[config.mk]
export PLATFORM = sky130hd
export DESIGN_NAME = header_feeder
export DESIGN_NICKNAME = d
export VERILOG_FILES = /design/src/rtl/hash_pkg.sv /design/src/rtl/nonce_counter.sv /design/src/rtl/header_feeder.sv
export SDC_FILE = /design/constraint.sdc
export NUM_CORES = 1
export LEC_CHECK = 0
export ABC_CLOCK_PERIOD_IN_PS = 2280
export CORE_AREA = 2 2 278 280
export DETAILED_ROUTE_END_ITERATION = 7
export DIE_AREA = 0 0 280 282
export PLACE_DENSITY = 0.63
export SLEW_MARGIN = 20
export SYNTH_ARGS = -nofsm -noshare
export SYNTH_HDL_FRONTEND = slang
export SYNTH_HIERARCHICAL = 1
export SYNTH_SLANG_ARGS = --single-unit
[constraint.sdc]
create_clock -name clk -period 2.28 [get_ports clk]
set_clock_uncertainty 0.05 [all_clocks]
set_input_delay 0.456 -clock clk [delete_from_list [all_inputs] [get_ports clk]]
set_output_delay 0.456 -clock clk [all_outputs]
set_load 0.03 [all_outputs]
[src/rtl/hash_pkg.sv]
// Shared definitions for the Hash block: header geometry and the feeder state enum.
package hash_pkg;

  localparam int HDR_W     = 640;
  localparam int WORD_W    = 32;
  localparam int HDR_WORDS = 20;

  typedef enum logic {
    LOAD = 1'b0,
    EMIT = 1'b1
  } feed_state_t;

endpackage

[src/rtl/nonce_counter.sv]
// Nonce sweep helper: holds the programmed last nonce, supplies the incremented
// nonce and flags when the current nonce is the last one of the sweep.
module nonce_counter (
  input  logic        clk,
  input  logic        last_load,
  input  logic [31:0] last_in,
  input  logic [31:0] cur_nonce,
  output logic [31:0] next_nonce,
  output logic        is_last
);

  logic [31:0] last_q;
  logic [31:0] last_d;

  always_comb begin
    last_d = last_q;
    if (last_load) begin
      last_d = last_in;
    end
  end

  // Data register only; it is always rewritten before the sweep that uses it.
  always_ff @(posedge clk) begin
    last_q <= last_d;
  end

  assign next_nonce = cur_nonce + 32'd1;
  assign is_last    = (cur_nonce == last_q);

endmodule

[src/rtl/header_feeder.sv]
// Assembles a 640-bit block header from 32-bit words and emits it (optionally
// sweeping the nonce when NONCE_SWEEP_EN is defined) over a valid/ready link.
module header_feeder
  import hash_pkg::*;
#(
  parameter int WORD_W    = 32,
  parameter int HDR_WORDS = 20
) (
  input  logic                        clk,
  input  logic                        rst,
  input  logic [WORD_W-1:0]           in_word,
  input  logic                        in_valid,
  output logic                        in_ready,
  input  logic [31:0]                 nonce_last,
  input  logic                        abort,
  output logic [HDR_WORDS*WORD_W-1:0] hdr,
  output logic                        hdr_valid,
  input  logic                        hdr_ready,
  output logic                        busy,
  output logic                        done
);

  feed_state_t                 state_q, state_d;
  logic [4:0]                  widx_q, widx_d;
  logic [HDR_WORDS*WORD_W-1:0] hdr_q, hdr_d;
  logic                        in_ready_q, in_ready_d;
  logic                        hdr_valid_q, hdr_valid_d;
  logic                        busy_q, busy_d;
  logic                        done_q, done_d;

  logic word_acc;
  logic last_word;
  logic is_last;

  assign word_acc  = (state_q == LOAD) && in_valid && in_ready_q && !abort;
  assign last_word = word_acc && (widx_q == 5'(HDR_WORDS - 1));

`ifdef NONCE_SWEEP_EN
  logic [31:0] next_nonce;

  nonce_counter u_nonce_counter (
    .clk        (clk),
    .last_load  (last_word),
    .last_in    (nonce_last),
    .cur_nonce  (hdr_q[31:0]),
    .next_nonce (next_nonce),
    .is_last    (is_last)
  );
`else
  logic unused_nonce_last;

  assign unused_nonce_last = ^nonce_last;
  // Without the sweep every header is the last one.
  assign is_last = 1'b1;
`endif

  always_comb begin
    state_d = state_q;
    widx_d  = widx_q;
    hdr_d   = hdr_q;
    done_d  = 1'b0;

    if (abort) begin
      state_d = LOAD;
      widx_d  = 5'd0;
    end else begin
      case (state_q)
        LOAD: begin
          if (word_acc) begin
            // Word 0 lands in the most significant slot.
            for (int i = 0; i < HDR_WORDS; i++) begin
              if (widx_q == i[4:0]) begin
                hdr_d[(HDR_WORDS-1-i)*WORD_W +: WORD_W] = in_word;
              end
            end
            if (last_word) begin
              widx_d  = 5'd0;
              state_d = EMIT;
            end else begin
              widx_d = widx_q + 5'd1;
            end
          end
        end
        EMIT: begin
          if (hdr_valid_q && hdr_ready) begin
            if (is_last) begin
              done_d  = 1'b1;
              state_d = LOAD;
            end else begin
`ifdef NONCE_SWEEP_EN
              hdr_d[31:0] = next_nonce;
`endif
            end
          end
        end
        default: state_d = LOAD;
      endcase
    end

    in_ready_d  = (state_d == LOAD);
    hdr_valid_d = (state_d == EMIT);
    busy_d      = (state_d == EMIT);
  end

  always_ff @(posedge clk) begin
    if (rst) begin
      state_q     <= LOAD;
      widx_q      <= 5'd0;
      hdr_q       <= '0;
      in_ready_q  <= 1'b0;
      hdr_valid_q <= 1'b0;
      busy_q      <= 1'b0;
      done_q      <= 1'b0;
    end else begin
      state_q     <= state_d;
      widx_q      <= widx_d;
      hdr_q       <= hdr_d;
      in_ready_q  <= in_ready_d;
      hdr_valid_q <= hdr_valid_d;
      busy_q      <= busy_d;
      done_q      <= done_d;
    end
  end

  assign in_ready  = in_ready_q;
  assign hdr       = hdr_q;
  assign hdr_valid = hdr_valid_q;
  assign busy      = busy_q;
  assign done      = done_q;

endmodule

==> After elaboration in Yosys (flattened, before gate mapping) <==
Cells that the tools add are included.
{ "op_classes": {"n_reduce_logical": 30, "n_mux": 7, "bitwise_logic": 3, "add_sub_neg": 1, "n_eq_ne": 19} }
{ "ops": {"columns": ["op", "count"], "rows": [
  ["4-bit AND reduction", 20],
  ["5-bit by 4-bit == test with 1-bit output (second input constant)", 8],
  ["5-bit by 3-bit == test with 1-bit output (second input constant)", 4],
  ["5-bit == test (second input constant)", 4],
  ["5-bit by 2-bit == test with 1-bit output (second input constant)", 2],
  ["5-bit by 1-bit adder with 5-bit output (second input constant)", 1],
  ["5-bit by 1-bit == test with 1-bit output (second input constant)", 1],
  ["1-bit logical AND", 5],
  ["5-bit zero test", 1],
  ["1-bit two-way mux", 5],
  ["5-bit two-way mux", 1],
  ["1-bit inverter", 3],
  ["3-bit OR reduction", 1],
  ["1-bit one-hot mux with 2 select lines", 1],
  ["2-bit AND reduction", 1],
  ["2-bit OR reduction", 1],
  ["1-bit zero test", 1]
]} }
{ "word_totals": {"reg_bits": 648, "in_bits": 69, "word_cells": 84} }

==> Logic depth before layout (Yosys ltp) <==
Gate-level depths: netlist of the first run.
{ "logic_depth": {"ltp_word": 10, "ltp_mapped": 9} }

==> Worst setup path before layout of the first run <==
No wires, ideal clock.
{ "synth_path": {"path_type": "reg2reg", "from": "register widx_q[3]", "to": "register hdr_q[129], in the netlist hdr[129]", "arrival_time_ns": 1.655, "setup_time_ns": 0.132, "path_stages_with_launch": 9, "path_slack_ns": 0.443, "cell_sequence": "dfxtp_1 > buf_2 > and3_1 > ha_1 > clkbuf_1 > inv_1 > clkbuf_1 > o21ai_0 > a21oi_1"} }
{ "synth_between": {"elab_chain_len": 2} }
{ "synth_rtl": {"columns": ["element", "line", "rtl"], "rows": [
  ["start: declaration", "header_feeder.sv:24", "logic [4:0] widx_q, widx_d;"],
  ["start signal: assignment", "header_feeder.sv:116", "widx_q <= widx_d;"],
  ["5-bit by 4-bit == test with 1-bit output", "header_feeder.sv:72", "if (widx_q == i[4:0]) begin"],
  ["4-bit AND reduction (no line)", null, null],
  ["end signal: assignment", "header_feeder.sv:117", "hdr_q <= hdr_d;"],
  ["end: declaration", "header_feeder.sv:25", "logic [HDR_WORDS*WORD_W-1:0] hdr_q, hdr_d;"]
]} }
No other way between the ends.
A chain may end at the register's enable or synchronous reset.

==> Final worst setup path of the first run <==
{ "layout_path": {"from": "register hdr_q[9], in the netlist hdr[9]", "to": "output hdr[9]"} }
{ "layout_lines": {"columns": ["element", "line", "rtl"], "rows": [
  ["end: declaration", "header_feeder.sv:16", "output logic [HDR_WORDS*WORD_W-1:0] hdr,"]
]} }
No word-level cell between the ends.

==> run_summary.xml, run 1 <==
<?xml version="1.0" encoding="UTF-8"?>
<metrics>
  <group name="synthesis">
    <metric name="synthAdderAreaFrac" unit="%">0.249</metric>
    <metric name="synthDistinctLibCells" unit="">35</metric>
    <metric name="syn_area" unit="sq mm">0.0252</metric>
    <metric name="synth_top_area_share" unit="%">51.5</metric>
    <metric name="postSynthAreaPerCell" unit="sq um">10.8</metric>
    <metric name="yosys.area.top_type" unit="">dfxtp_1</metric>
    <metric name="synth_compound_area_share" unit="%">2.75</metric>
    <metric name="mapped_nets" unit="">2402</metric>
    <metric name="muxShareOfSynthArea" unit="%">22.9</metric>
    <metric name="yosys-top-cells-area" unit="">dfxtp_1, mux2i_1, nand2b_1</metric>
    <metric name="yosys.area_share.xor_xnor" unit="%">0</metric>
    <metric name="synth_sequential_area_ratio" unit="%">51.5</metric>
    <metric name="synth_top_family_by_area" unit="">multiplexers</metric>
    <metric name="ys_ff_latch" unit="">648</metric>
    <metric name="postSynthCellCount" unit="">2328</metric>
    <metric name="yosys_warnings" unit="">6</metric>
    <metric name="synth_simple_gate_area_share" unit="%">18.1</metric>
  </group>
  <group name="grt">
    <metric name="global_route.overflow_total" unit="">0</metric>
    <metric name="grt_antenna_before_repair" unit="">2</metric>
    <metric name="grt.total_usage" unit="%">21.3</metric>
    <metric name="number_of_global_route_vias_before_repair" unit="">19187</metric>
    <metric name="grt_pass1_wl" unit="mm">126</metric>
    <metric name="grt_start_max_net_pins" unit="">138</metric>
  </group>
  <group name="setup_path">
    <metric name="rr_worst_depth" unit="">7</metric>
    <metric name="rr_endpoint" unit="">hdr[561]$_SDFFE_PP0P_</metric>
    <metric name="critical_path.top_delay_family" unit="">buffers and inverters</metric>
    <metric name="worst_setup_path_start_kind" unit="">flop</metric>
    <metric name="startpoint_of_the_lowest_slack_register_to_register_path" unit="">widx_q[0]$_SDFFE_PP0P_</metric>
    <metric name="max_stage_delay" unit="ns">0.71</metric>
    <metric name="r2r_slack" unit="ns">0.32</metric>
    <metric name="worst_ep_arrival_time" unit="ns">1.72</metric>
    <metric name="worst_path_max_delay_cell" unit="">clkdlybuf4s50_1</metric>
    <metric name="end_kind" unit="">output port</metric>
    <metric name="critical_path.endpoint" unit="">hdr[9]</metric>
    <metric name="timing.critical_path.from" unit="">hdr[9]$_SDFFE_PP0P_</metric>
    <metric name="cp.depth" unit="">1</metric>
    <metric name="buffering_stage_count_on_the_worst_path_with_inverters_included" unit="">1</metric>
    <metric name="criticalPathCategory" unit="">flop to output port</metric>
    <metric name="crit_fanout" unit="">2</metric>
    <metric name="timing.critical_path.cells" unit="">clkdlybuf4s50_1</metric>
    <metric name="crit_required" unit="ns">1.77</metric>
  </group>
  <group name="die">
    <metric name="pin_count" unit="">713</metric>
    <metric name="dieHeight" unit="microns">282</metric>
    <metric name="initial_utilization" unit="%">33.3</metric>
    <metric name="fp-row-count" unit="">101</metric>
    <metric name="coreArea" unit="sq mm">0.0757</metric>
    <metric name="die-area" unit="sq mm">0.0790</metric>
    <metric name="die-width" unit="microns">280</metric>
  </group>
  <group name="layout">
    <metric name="nNetsFinal" unit="">3021</metric>
    <metric name="utilization" unit="%">47.1</metric>
    <metric name="most_common_cell_after_layout_fill_and_taps_aside" unit="">clkdlybuf4s50_1</metric>
    <metric name="final_area" unit="sq mm">0.0356</metric>
    <metric name="final_cell_mix" unit="">clkdlybuf4s50_1, dfxtp_1, nand2b_1</metric>
    <metric name="final_cells" unit="">3977</metric>
    <metric name="share_of_cells_above_drive_strength_1" unit="%">7.91</metric>
    <metric name="area.growth.synth_to_final" unit="%">41.6</metric>
  </group>
  <group name="sta">
    <metric name="setup-violations-final" unit="">0</metric>
    <metric name="timing_max_transition_violations_final" unit="">0</metric>
    <metric name="worstMarginPinSlew" unit="ns">0.684</metric>
    <metric name="worst_rel_slew_slack" unit="%">54.4</metric>
    <metric name="period_needed" unit="ns">2.23</metric>
    <metric name="fin_setup_tns" unit="ns">0</metric>
    <metric name="period_share" unit="%">97.8</metric>
    <metric name="clock.fmax" unit="GHz">0.448</metric>
    <metric name="rsz0062_at_grt" unit="">false</metric>
    <metric name="postLayoutSetupSlackWorst" unit="ns">0.0497</metric>
    <metric name="final-hold-violation-count" unit="">0</metric>
  </group>
  <group name="detailed_routing">
    <metric name="via_count" unit="">18943</metric>
    <metric name="post_drt_via_cell_ratio" unit="">4.76</metric>
    <metric name="drt_pass1_iterations" unit="">5</metric>
    <metric name="postRouteAntennaNets" unit="">0</metric>
    <metric name="wl_per_cell" unit="microns">22.1</metric>
    <metric name="drt_iter0_drc" unit="">952</metric>
    <metric name="drt_drc_violations_left" unit="">0</metric>
    <metric name="postRouteWirelength" unit="mm">88.0</metric>
  </group>
  <group name="placed_design">
    <metric name="placed_cell_area" unit="sq mm">0.0333</metric>
    <metric name="pre_cts_ws" unit="ns">-0.140</metric>
    <metric name="place_inst" unit="">3850</metric>
    <metric name="globalplace.congestion" unit="">0.846</metric>
    <metric name="post_dp_hpwl" unit="mm">61.1</metric>
    <metric name="io_buffer_count" unit="">680</metric>
  </group>
  <group name="power">
    <metric name="vdd_ir_drop_max" unit="mV">0.583</metric>
    <metric name="pleak" unit="nW">15.9</metric>
    <metric name="power-per-cell-area" unit="mW/mm^2">664</metric>
  </group>
  <group name="clock_network">
    <metric name="postCtsSetupRepairBufs" unit="">0</metric>
    <metric name="worst_setup_hold_path_clk_slew" unit="ns">0.06</metric>
    <metric name="clock_root_buffer_master" unit="">clkbuf_16</metric>
    <metric name="cts.hold.buffers_added" unit="">0</metric>
    <metric name="clock_latency" unit="ns">0.60</metric>
    <metric name="cts-buffers-inserted" unit="">73</metric>
    <metric name="cts.htree.levels" unit="">3</metric>
    <metric name="tritoncts" unit="">done</metric>
    <metric name="cts_sinks" unit="">648</metric>
    <metric name="max-clock-path-buffers" unit="">3</metric>
  </group>
  <group name="hold_path">
    <metric name="hold_path_class" unit="">primary input to flop</metric>
  </group>
  <group name="status">
    <metric name="run_status" unit="">finished, final reports clean</metric>
  </group>
  <group name="job">
    <metric name="number_of_maximum_capacitance_violations" unit="">0</metric>
  </group>
</metrics>
==> worst register-to-register path, cell delays in order, from the launching register on <==
cell and delay (ns):
dfxtp_1 0.35, inv_1 0.12, ha_1 0.22, nor4bb_1 0.33, buf_4 0.22, nand2_2 0.14, buf_4 0.26, mux2i_1 0.14
==> synthesized netlist by cell type (all sizes together) <==
cell / number
dfxtp: 648
nand2b: 609
mux2i: 576
clkbuf: 149
buf: 83
nand3: 72
a21oi: 70
o21ai: 65
nand2: 13
ha: 5
inv: 5
nor2: 5
and4bb: 4
nand4: 3
nor4bb: 3
and3: 2
nand4b: 2
nand4bb: 2
nor2b: 2
a311oi: 1
and2: 1
and4b: 1
nor3: 1
nor3b: 1
nor4b: 1
o2bb2ai: 1
or2: 1
or3: 1
or4: 1
==> sequential cells by signal, indices dropped and copies added, names as in the netlist <==
register and cells:
widx_q 5, in_ready 1, busy 1, done 1, hdr 640
==> routing by layer <==
metal | GRT usage, % | up-vias | part of all wire [%]
li1 | - | 8968 | -
met4 | 11.7 | 0 | 5.4
met1 | 24.3 | 9149 | 39
met3 | 4.49 | 200 | 5.4
met5 | 0 | - | 0
met2 | 37.1 | 626 | 50
==> per-stage QoR <==
step / power, mW / hold WS (ns)
global placement: 12.6 / 0.409
finish: 23.6 / 0.234
CTS: 24.0 / 0.170
global route: 24.5 / 0.209
floorplan: 12.2 / 0.427
detailed placement: 12.6 / 0.414
==> where the power goes <==
group	switching (mW)	total (mW)	internal (mW)
clock	4.79	11.3	6.52
combinational	0.602	0.981	0.379
sequential	0.0143	11.4	11.3
total	5.41	23.6	18.2
==> cell type report <==
class | count | area, sq um
well taps | 978 | 1220
flip-flops and latches | 648 | 13000
clock buffers | 101 | 2040
fillers | 6815 | 40100
inverters | 5 | 18.8
clock inverters | 24 | 246
repair buffers | 776 | 7930
diodes | 2 | 5.00
multi-input cells | 1443 | 11200
==> worst min path at each step <==
stage | endpoint | depth (start not counted) | start | slack, ns
finish | hdr[31]$_SDFFE_PP0P_ | 2 | rst | 0.23
global route | hdr[31]$_SDFFE_PP0P_ | 2 | rst | 0.21
CTS | hdr[31]$_SDFFE_PP0P_ | 2 | rst | 0.17
detailed placement | hdr[348]$_SDFFE_PP0P_ | 2 | hdr[348]$_SDFFE_PP0P_ | 0.41
global placement | hdr[516]$_SDFFE_PP0P_ | 2 | hdr[516]$_SDFFE_PP0P_ | 0.41
floorplan | widx_q[1]$_SDFFE_PP0P_ | 2 | widx_q[1]$_SDFFE_PP0P_ | 0.43
==> kinds of logic after synthesis <==
| logic type | after synthesis |
|---|---|
| AOI/OAI and AO/OA | 137 |
| DFF | 648 |
| buffers and inverters | 237 |
| adders and majority gates | 5 |
| muxes | 576 |
| and+or+nand+nor | 725 |
==> what timing repair did <==
action | 4_1_cts | 5_1_grt
setup endpoints to repair | 3 | 2
cloned | 0 | 0
resized for setup | 3 | 2
Note: power is estimated with default switching activity, not from simulation.
==> run 2, diff against run 1 <==
- PLACE_DENSITY: 0.63 -> unset
==> run_summary.xml, run 2 (synthesis results as in run 1) <==
<?xml version="1.0" encoding="UTF-8"?>
<metrics>
  <group name="setup_path">
    <metric name="timing.critical_path.cells" unit="">clkdlybuf4s50_1</metric>
    <metric name="cp.depth" unit="">1</metric>
    <metric name="criticalPathCategory" unit="">flop to output port</metric>
    <metric name="worst_ep_arrival_time" unit="ns">1.72</metric>
    <metric name="critical_path.top_delay_family" unit="">buffers and inverters</metric>
    <metric name="rr_worst_depth" unit="">7</metric>
    <metric name="crit_fanout" unit="">2</metric>
    <metric name="end_kind" unit="">output port</metric>
    <metric name="buffering_stage_count_on_the_worst_path_with_inverters_included" unit="">1</metric>
    <metric name="worst_path_max_delay_cell" unit="">clkdlybuf4s50_1</metric>
    <metric name="max_stage_delay" unit="ns">0.75</metric>
    <metric name="worst_setup_path_start_kind" unit="">flop</metric>
    <metric name="crit_required" unit="ns">1.77</metric>
  </group>
  <group name="die">
    <metric name="pin_count" unit="">713</metric>
    <metric name="coreArea" unit="sq mm">0.0757</metric>
    <metric name="initial_utilization" unit="%">33.3</metric>
    <metric name="die-area" unit="sq mm">0.0790</metric>
    <metric name="dieHeight" unit="microns">282</metric>
    <metric name="fp-row-count" unit="">101</metric>
    <metric name="die-width" unit="microns">280</metric>
  </group>
  <group name="grt">
    <metric name="number_of_global_route_vias_before_repair" unit="">18867</metric>
    <metric name="global_route.overflow_total" unit="">0</metric>
    <metric name="grt_start_max_net_pins" unit="">205</metric>
    <metric name="grt.total_usage" unit="%">21.5</metric>
    <metric name="grt_pass1_wl" unit="mm">127</metric>
    <metric name="grt_antenna_before_repair" unit="">4</metric>
  </group>
  <group name="detailed_routing">
    <metric name="wl_per_cell" unit="microns">22.2</metric>
    <metric name="drt_drc_violations_left" unit="">0</metric>
    <metric name="drt_pass1_iterations" unit="">7</metric>
    <metric name="postRouteAntennaNets" unit="">0</metric>
    <metric name="post_drt_via_cell_ratio" unit="">4.72</metric>
    <metric name="via_count" unit="">18754</metric>
    <metric name="drt_iter0_drc" unit="">1026</metric>
    <metric name="postRouteWirelength" unit="mm">88.3</metric>
  </group>
  <group name="sta">
    <metric name="period_needed" unit="ns">2.23</metric>
    <metric name="worstMarginPinSlew" unit="ns">0.908</metric>
    <metric name="rsz0062_at_grt" unit="">false</metric>
    <metric name="timing_max_transition_violations_final" unit="">0</metric>
    <metric name="postLayoutSetupSlackWorst" unit="ns">0.0544</metric>
    <metric name="period_share" unit="%">97.6</metric>
    <metric name="fin_setup_tns" unit="ns">0</metric>
    <metric name="worst_rel_slew_slack" unit="%">39.5</metric>
    <metric name="setup-violations-final" unit="">0</metric>
    <metric name="final-hold-violation-count" unit="">0</metric>
    <metric name="clock.fmax" unit="GHz">0.449</metric>
  </group>
  <group name="placed_design">
    <metric name="globalplace.congestion" unit="">0.825</metric>
    <metric name="post_dp_hpwl" unit="mm">60.2</metric>
    <metric name="io_buffer_count" unit="">680</metric>
    <metric name="pre_cts_ws" unit="ns">0.0231</metric>
    <metric name="placed_cell_area" unit="sq mm">0.0333</metric>
  </group>
  <group name="job">
    <metric name="number_of_maximum_capacitance_violations" unit="">0</metric>
  </group>
  <group name="layout">
    <metric name="most_common_cell_after_layout_fill_and_taps_aside" unit="">clkdlybuf4s50_1</metric>
    <metric name="area.growth.synth_to_final" unit="%">42.0</metric>
    <metric name="final_cell_mix" unit="">clkdlybuf4s50_1, dfxtp_1, nand2b_1</metric>
    <metric name="nNetsFinal" unit="">3011</metric>
    <metric name="flip_flop_count_of_the_largest_register_all_copies_and_words_added" unit="">640</metric>
    <metric name="share_of_cells_above_drive_strength_1" unit="%">7.92</metric>
    <metric name="n_fill_cell" unit="">6808</metric>
    <metric name="final_area" unit="sq mm">0.0358</metric>
  </group>
  <group name="clock_network">
    <metric name="clock_latency" unit="ns">0.61</metric>
    <metric name="tritoncts" unit="">done</metric>
    <metric name="cts_sinks" unit="">648</metric>
    <metric name="cts-buffers-inserted" unit="">74</metric>
    <metric name="cts.hold.buffers_added" unit="">0</metric>
    <metric name="worst_setup_hold_path_clk_slew" unit="ns">0.06</metric>
    <metric name="clock_root_buffer_master" unit="">clkbuf_16</metric>
    <metric name="cts.htree.levels" unit="">3</metric>
    <metric name="max-clock-path-buffers" unit="">3</metric>
  </group>
  <group name="power">
    <metric name="seq_power_share" unit="%">46.8</metric>
    <metric name="combPwrFrac" unit="%">4.1</metric>
    <metric name="power.net_switching" unit="mW">5.51</metric>
    <metric name="sw_frac_of_total" unit="%">22.7</metric>
    <metric name="p_int" unit="mW">18.8</metric>
    <metric name="vdd_ir_drop_max" unit="mV">0.485</metric>
    <metric name="power-per-cell-area" unit="mW/mm^2">679</metric>
    <metric name="share_clk_of_total_power" unit="%">49.2</metric>
    <metric name="design_power_total" unit="mW">24.3</metric>
    <metric name="pleak" unit="nW">16.0</metric>
  </group>
  <group name="status">
    <metric name="run_status" unit="">finished, final reports clean</metric>
  </group>
  <group name="hold_path">
    <metric name="hold_path_class" unit="">primary input to flop</metric>
    <metric name="whs_path_depth" unit="">2</metric>
  </group>
</metrics>
[run 2: cell types whose count changed in the layout (fill, tap and decap cells not counted), moves of 3 or more]
cell | before | now
clkdlybuf4s50_1 | 674 | 671
clkinv_4 | 0 | 3
clkbuf_8 | 11 | 22
clkbuf_1 | 17 | 13
dlygate4sd2_1 | 3 | 6
clkinv_2 | 13 | 10
buf_4 | 64 | 51
[run 2: final cells by class]
type | count | area (sq um) | share of cell area (%)
repair buffers | 765 | 7870 | 22.0
clock buffers | 110 | 2230 | 6.23
inverters | 5 | 18.8 | 0.0525
flip-flops and latches | 648 | 13000 | 36.3
diodes | 3 | 7.51 | 0.0210
well taps | 978 | 1220 | 3.42
clock inverters | 22 | 239 | 0.668
multi-input cells | 1443 | 11200 | 31.3
[run 2: through the flow]
| stage | utilization, % | instances | hold slack, ns |
|---|---|---|---|
| after detailed placement | 44.0 | 3839 | 0.413 |
| after global routing | 47.2 | 3974 | 0.202 |
| final | 47.2 | 3974 | 0.220 |
| after CTS | 47.2 | 3971 | 0.160 |
| after floorplan | - | 2328 | 0.427 |
| after global placement | 44.0 | 3839 | 0.410 |
[run 2: power by group through the flow]
stage | sequential (mW) | clock [mW] | combinational [mW]
after floorplan | 11.7 | 0 | 0.502
after global placement | 11.6 | 0 | 0.991
after detailed placement | 11.6 | 0 | 0.999
after CTS | 11.4 | 12.3 | 0.999
after global routing | 11.4 | 12.8 | 1.04
final | 11.4 | 11.9 | 0.984
[run 2: metal layers]
layer,vias up,part of all wire [%],global-route usage [%]
met5,-,0,0
met4,0,3.9,9.47
met3,160,5.3,4.57
met2,546,51,38.8
met1,9109,39,24.5
li1,8939,-,-
[run 2: path summary, 6_finish.rpt]
path	startpoint	slack, ns	to
max	hdr[565]$_SDFFE_PP0P_	0.05	hdr[565]
min	rst	0.22	hdr[128]$_SDFFE_PP0P_
max reg2reg	widx_q[0]$_SDFFE_PP0P_	0.27	hdr[184]$_SDFFE_PP0P_
min reg2reg	hdr[537]$_SDFFE_PP0P_	0.42	hdr[537]$_SDFFE_PP0P_
[run 2: what timing repair did]
action	in CTS	in global routing
gates cloned	0	0
endpoints found under the setup margin	6	2
gates resized for setup	7	2
setup buffers	0	0
